`src/rtl/beam_ctrl_pkg.sv`:
```
// Shared types and constants for the beam threshold load controller.
package beam_ctrl_pkg;

  typedef logic [17:0] thresh_t;

  // 31^2 * 256: largest threshold the beamformer power path can produce
  localparam int unsigned THRESH_MAX_C     = 246016;
  localparam int unsigned THRESH_DEFAULT_C = 246016;

  typedef enum logic [1:0] {
    IDLE,
    LOAD,
    UPDATE,
    SETTLE
  } ld_state_t;

endpackage

```
`src/rtl/dirty_prio_enc.sv`:
```
// Lowest-set-bit priority encoder over the dirty-beam vector.
module dirty_prio_enc #(
  parameter int N    = 4,
  parameter int IDXW = $clog2(N)
) (
  input  logic [N-1:0]    req,
  output logic [IDXW-1:0] idx,
  output logic            any
);

  // Scan from the top down so the lowest requesting index is the one left standing
  always_comb begin
    idx = '0;
    any = |req;
    for (int i = N - 1; i >= 0; i--) begin
      if (req[i]) idx = IDXW'(i);
    end
  end

endmodule

```
`src/rtl/beam_thresh_loader.sv`:
```
// Shadow-register threshold loader: software writes land in per-beam shadows,
// a commit then walks the dirty beams over the shared thresh bus and pulses
// update for every pair that received a new value.
module beam_thresh_loader
  import beam_ctrl_pkg::*;
#(
  parameter int          NPAIR          = 2,
  parameter int          THRESH_BITS    = 18,
  parameter int unsigned THRESH_MAX     = THRESH_MAX_C,
  parameter int unsigned THRESH_DEFAULT = THRESH_DEFAULT_C
) (
  input  logic                         clk_i,
  input  logic                         rst_ni,
  input  logic                         wr_valid_i,
  output logic                         wr_ready_o,
  input  logic [$clog2(2*NPAIR)-1:0]   wr_beam_i,
  input  logic [THRESH_BITS-1:0]       wr_thresh_i,
  input  logic                         commit_i,
  output logic [THRESH_BITS-1:0]       thresh_o,
  output logic [2*NPAIR-1:0]           thresh_ce_o,
  output logic [NPAIR-1:0]             update_o,
  output logic                         busy_o,
  output logic                         done_o,
  output logic                         sat_o
);

  localparam int NBEAM = 2 * NPAIR;
  localparam int IDXW  = $clog2(NBEAM);
  localparam logic [THRESH_BITS-1:0] MAX_V = THRESH_BITS'(THRESH_MAX);
  localparam logic [THRESH_BITS-1:0] DEF_V = THRESH_BITS'(THRESH_DEFAULT);

  ld_state_t                state_q, state_d;
  logic [THRESH_BITS-1:0]   shadow_q [NBEAM];
  logic [THRESH_BITS-1:0]   shadow_d [NBEAM];
  logic [NBEAM-1:0]         dirty_q, dirty_d;
  logic [NPAIR-1:0]         touched_q, touched_d;
  logic                     pending_q, pending_d;
  logic [THRESH_BITS-1:0]   thresh_q, thresh_d;
  logic [NBEAM-1:0]         ce_q, ce_d;
  logic [NPAIR-1:0]         update_q, update_d;
  logic                     done_q, done_d;
  logic                     sat_q, sat_d;

  logic [NBEAM-1:0]         wr_onehot;
  logic [NBEAM-1:0]         enc_req;
  logic [IDXW-1:0]          enc_idx;
  logic                     enc_any;
  logic [THRESH_BITS-1:0]   clamped;
  logic                     issue;

  // Decode an accepted write to a one-hot beam; out-of-range indices decode to nothing
  always_comb begin
    wr_onehot = '0;
    for (int b = 0; b < NBEAM; b++) begin
      if (wr_valid_i && (state_q == IDLE) && (wr_beam_i == IDXW'(b))) wr_onehot[b] = 1'b1;
    end
  end

  // A write in the same cycle as the commit must be visible to the first pick
  assign enc_req = dirty_q | wr_onehot;

  dirty_prio_enc #(
    .N    (NBEAM),
    .IDXW (IDXW)
  ) u_prio (
    .req (enc_req),
    .idx (enc_idx),
    .any (enc_any)
  );

  // Next-state and next-output logic; every output is registered from these
  always_comb begin
    state_d   = state_q;
    shadow_d  = shadow_q;
    dirty_d   = dirty_q | wr_onehot;
    touched_d = touched_q;
    pending_d = pending_q;
    thresh_d  = thresh_q;
    ce_d      = '0;
    update_d  = '0;
    done_d    = 1'b0;
    issue     = 1'b0;

    clamped = (wr_thresh_i > MAX_V) ? MAX_V : wr_thresh_i;
    for (int b = 0; b < NBEAM; b++) begin
      if (wr_onehot[b]) shadow_d[b] = clamped;
    end
    sat_d = (|wr_onehot) && (wr_thresh_i > MAX_V);

    case (state_q)
      IDLE: begin
        pending_d = 1'b0;
        if (commit_i || pending_q) begin
          touched_d = '0;
          if (enc_any) begin
            state_d = LOAD;
            issue   = 1'b1;
          end else begin
            done_d = 1'b1;
          end
        end
      end
      LOAD: begin
        pending_d = pending_q | commit_i;
        if (enc_any) begin
          issue = 1'b1;
        end else begin
          state_d  = UPDATE;
          update_d = touched_q;
        end
      end
      UPDATE: begin
        pending_d = pending_q | commit_i;
        state_d   = SETTLE;
      end
      SETTLE: begin
        pending_d = pending_q | commit_i;
        state_d   = IDLE;
        done_d    = 1'b1;
      end
      default: begin
        state_d = IDLE;
      end
    endcase

    // Beam 2p is the pair's A side, which sits on CE bit 2p+1, hence the index swap
    if (issue) begin
      for (int b = 0; b < NBEAM; b++) begin
        if (enc_idx == IDXW'(b)) begin
          thresh_d   = shadow_d[b];
          dirty_d[b] = 1'b0;
        end
        if (enc_idx == IDXW'(b ^ 1)) ce_d[b] = 1'b1;
      end
      for (int p = 0; p < NPAIR; p++) begin
        if ((enc_idx == IDXW'(2 * p)) || (enc_idx == IDXW'(2 * p + 1))) touched_d[p] = 1'b1;
      end
    end
  end

  // State and output registers with synchronous active-low reset
  always_ff @(posedge clk_i) begin
    if (!rst_ni) begin
      state_q   <= IDLE;
      for (int b = 0; b < NBEAM; b++) shadow_q[b] <= DEF_V;
      dirty_q   <= '0;
      touched_q <= '0;
      pending_q <= 1'b0;
      thresh_q  <= '0;
      ce_q      <= '0;
      update_q  <= '0;
      done_q    <= 1'b0;
      sat_q     <= 1'b0;
    end else begin
      state_q   <= state_d;
      shadow_q  <= shadow_d;
      dirty_q   <= dirty_d;
      touched_q <= touched_d;
      pending_q <= pending_d;
      thresh_q  <= thresh_d;
      ce_q      <= ce_d;
      update_q  <= update_d;
      done_q    <= done_d;
      sat_q     <= sat_d;
    end
  end

  assign thresh_o    = thresh_q;
  assign thresh_ce_o = ce_q;
  assign update_o    = update_q;
  assign done_o      = done_q;
  assign sat_o       = sat_q;
  assign busy_o      = (state_q != IDLE);
  assign wr_ready_o  = (state_q == IDLE);

endmodule

```
`config.mk`:
```
export PLATFORM = sky130hd
export DESIGN_NAME = beam_thresh_loader
export DESIGN_NICKNAME = d
export VERILOG_FILES = /design/src/rtl/beam_ctrl_pkg.sv /design/src/rtl/dirty_prio_enc.sv /design/src/rtl/beam_thresh_loader.sv
export SDC_FILE = /design/constraint.sdc
export NUM_CORES = 1
export LEC_CHECK = 0
export ABC_AREA = 0
export BUFFER_PORTS_ARGS = -buffer_cell sky130_fd_sc_hd__buf_2
export CAP_MARGIN = 25
export CORE_MARGIN = 2
export CORE_UTILIZATION = 50
export CTS_CLUSTER_SIZE = 30
export DETAILED_ROUTE_END_ITERATION = 8
export GPL_TIMING_DRIVEN = 0
export PLACE_DENSITY = 0.67
export SLEW_MARGIN = 5
export SYNTH_ARGS = -nofsm -noshare
export SYNTH_HDL_FRONTEND = slang
export SYNTH_SLANG_ARGS = --single-unit
export TNS_END_PERCENT = 1
```
`constraint.sdc`:
```
create_clock -name clk_i -period 5.73 [get_ports clk_i]
set_clock_uncertainty 0.05 [all_clocks]
set_input_delay 1.146 -clock clk_i [delete_from_list [all_inputs] [get_ports clk_i]]
set_output_delay 1.146 -clock clk_i [all_outputs]
set_load 0.1 [all_outputs]
```
==> summary.md <==
- **total global routing overflow** 0
- **setup violators final** 0
- **Setup TNS** 0 ns
- **master of the slowest instance on the critical path** buf_2
- **number of cells traversed by the worst register-to-register path** 8
- **drt wl/cell** 19.2 µm
- **Hold Buf Count CTS** 0
- **proportion of register bits with asynchronous set or reset after synthesis** 0%
- **worst-case clock buffer depth** 2
- **Critical Setup Path Class** register to output pin
- **number of unique standard cell types used by synthesis** 65
- **worst slack on hold paths** 0.418 ns
- **buffer and inverter count on the worst path** 4
- **core region area** 9730 µm²
- **combined global-route utilization of all metal layers** 27.0%
- **worst setup timing slack at the placement stage** 2.63 ns
- **net switching power** 1.07 mW
- **number of enable flip-flop cells after synthesis** 0
- **sequential group share of total power** 36.6%
- **mean post-synth cell area** 8.98 µm²
- **number of top-level pins** 52
- **area of the mapped netlist** 4990 µm²
- **combinational power share** 42.6%
- **Startpoint Class** register
- **clock tree from TritonCTS** yes
- **internal power consumption** 1.32 mW
- **remaining routing DRC violations** 0
- **CP Max Fanout** 10
- **Starting DRT DRC Count** 246
- **total count of hold-check failures in the final report** 0
- **Post-Syn Nets** 584
- **leakage component of the power** 2.29 nW
- **sinks on the clock net** 107
- **vias in the first global route** 4,348
- **Port Buffers** 48
- **row count** 36
- **total of cells resized after clock tree synthesis** 0
- **number of pins with negative max-slew slack in the final report** 0
- **Tmin final** 3.06 ns
- **signed area change from the synthesized netlist to the final layout** 12.3%
- **Most common cell on crit path** inv_1
- **Hold Path Depth** 2
- **Net count, final** 643
- **CTS H-tree lvls** 3
- **final wirelength** 14,400 µm
- **placer congestion estimate** 0.924
- **remaining max-slew budget at the tightest pin** 42.8%
- **number of register bits inferred by synthesis** 107
- **cells along the critical path** inv_1, ha_1, buf_6, inv_1, buf_2
- **vias per std cell** 5.97
- **area of the die** 10,800 µm²
- **area of placed instances** 5390 µm²
- **data arrival time of the critical path** 1.87 ns
- **total iterations of the first detailed-routing run** 6
- **setup repair after global routing missed its margin** no
- **cell type group with the largest total delay on the critical path** buffers and inverters
- **ys flop type** dfxtp_1
- **worst-margin pin slew** 0.854 ns
- **die extent in x** 104 µm
- **clock latency of the later-clocked register in the worst-skew pair** 0.38 ns
- **delay of the slowest cell on the worst path** 0.42 ns
- **dpl hpwl** 10,300 µm
- **power per standard cell area** 426 nW/µm²
- **part of the cycle the worst path needs** 53.5%
- **number of max-cap violations** 0
- **worst hold path class** register to register
- **count of antenna diodes in the layout** 0
- **buffer type at the clock tree root** clkbuf_8
- **utilization of the core after routing** 57.6%
- **peak clock frequency supported by timing** 0.326 GHz
- **Clk network pwr share** 20.8%
- **via total after detailed routing** 4,486
- **Starting Density** 51.2%
- **clock transition at the registers of the reported paths** 0.11 ns
- **cell count along the critical path** 5
- **final setup margin** 2.67 ns
- **net switching share of the total power** 44.8%
- **first-pass GRT wire length** 22,900 µm
- **gate count after technology mapping** 555
- **commonest non-fill, non-tap cells in the layout** 107 x dfxtp_1, 88 x nand2_1, 63 x buf_2, 35 x nand3_1, 28 x o21ai_0
- **data required time of the worst path** 4.53 ns
- **Register-to-Register Setup Slack** 3.08 ns
- **total CTS buffers** 9
- **Final Instance Area** 5600 µm²
- **most common library cell in the layout ignoring fill and taps** dfxtp_1
- **share of cells above drive strength 1** 17.4%
- **CP endpoint kind** output pin
- **largest net degree at the start of global routing** 20
- **Seq/Total Area, Yosys** 43.0%
- **DIE HEIGHT** 104 µm
- **number of buffers added for setup after CTS** 0
- **Yosys warning total** 0
- **number of nets still failing antenna checks after routing** 0
- **antenna violations before repair** 0
- **status** complete, no violations
- **worst IR drop on VDD** 0.265 mV
## sequential cells by signal, indices dropped and copies added (netlist names)
signal,flops
dirty_q,4
done_o,1
pending_q,1
sat_o,1
shadow_q,72
state_q,2
thresh_ce_o,4
thresh_o,18
touched_q,2
update_o,2
## area by class of cell
class	count	area (µm²)
Buffer	42	225
Clock buffer	9	124
Clock inverter	7	83.8
Fill cell	922	4130
Inverter	10	37.5
Multi-Input combinational cell	396	2580
Sequential cell	107	2140
Tap cell	133	166
Timing Repair Buffer	48	240
## synthesized netlist by cell type (3+ instances only)
master / number / area share [%]
a22oi_1: 3 / 0.45
buf_6: 5 / 1.1
o211ai_1: 15 / 2.3
nand2b_1: 4 / 0.50
nor2_1: 14 / 1.1
a21o_1: 8 / 1.2
clkbuf_1: 17 / 1.3
o22a_1: 9 / 1.6
inv_1: 10 / 0.75
and4_1: 3 / 0.53
mux2i_1: 10 / 2.0
nand4_1: 3 / 0.38
nand2_1: 88 / 6.6
ha_1: 5 / 1.3
o21ai_0: 28 / 2.8
a2bb2oi_1: 8 / 1.4
nor4_1: 3 / 0.38
o221ai_1: 8 / 1.4
a21oi_1: 19 / 1.9
nand3_1: 35 / 3.5
a21boi_0: 22 / 3.3
a32oi_1: 7 / 1.2
and3_1: 12 / 1.5
buf_4: 3 / 0.45
buf_2: 15 / 1.5
nor2b_1: 20 / 2.5
dfxtp_1: 107 / 43
o221ai_2: 5 / 1.5
o2bb2ai_1: 5 / 0.88
and2_1: 18 / 2.3
## worst paths after layout
check                     from           end
setup / recovery    state_q[0]        busy_o
hold / removal    shadow_q[22]  shadow_q[22]
setup reg to reg    state_q[0]   thresh_o[3]
hold reg to reg   shadow_q[22]  shadow_q[22]
## power groups by stage
stage          logic (mW)  registers (mW)  clock network [mW]
2_1_floorplan       0.564            1.11                   0
4_1_cts              1.01           0.874               0.503
5_1_grt              1.08           0.884               0.529
3_5_place_dp         1.00           0.890                   0
3_3_place_gp        0.991           0.886                   0
6_report             1.02           0.874               0.496
## metal layers
| metal | global-route usage (%) | vias to the layer above | wire [µm] |
|---|---|---|---|
| met4 | 13.3 | 0 | 618 |
| li1 | - | 2124 | - |
| met2 | 43.9 | 166 | 6780 |
| met3 | 5.26 | 45 | 879 |
| met5 | 0 | - | 0 |
| met1 | 34.3 | 2151 | 6170 |
## stage by stage
step,power [mW],instances
finish,2.39,752
detailed placement,1.89,736
global placement,1.88,736
CTS,2.39,752
global route,2.49,752
floorplan,1.67,555
## worst reg2reg max path, stage by stage (launching register included)
cell and delay, ns:
dfxtp_1 0.35, inv_1 0.13, ha_1 0.32, buf_6 0.21, nand4b_4 0.21, a211oi_2 0.59
nor3_2 0.27, a32oi_1 0.27, o221ai_1 0.14
## cells by family (layout without fill, tap and decap cells)
family                     after synthesis  after routing  synth area share (%)
and+or+nand+nor                        222            222                  23.8
buffers and inverters                   52            116                  5.27
adders and majority gates                5              5                  1.25
AOI/OAI and AO/OA                      159            159                  24.7
muxes                                   10             10                  2.01
DFF                                    107            107                  43.0
No activity file was read; power rests on OpenSTA's default activity.
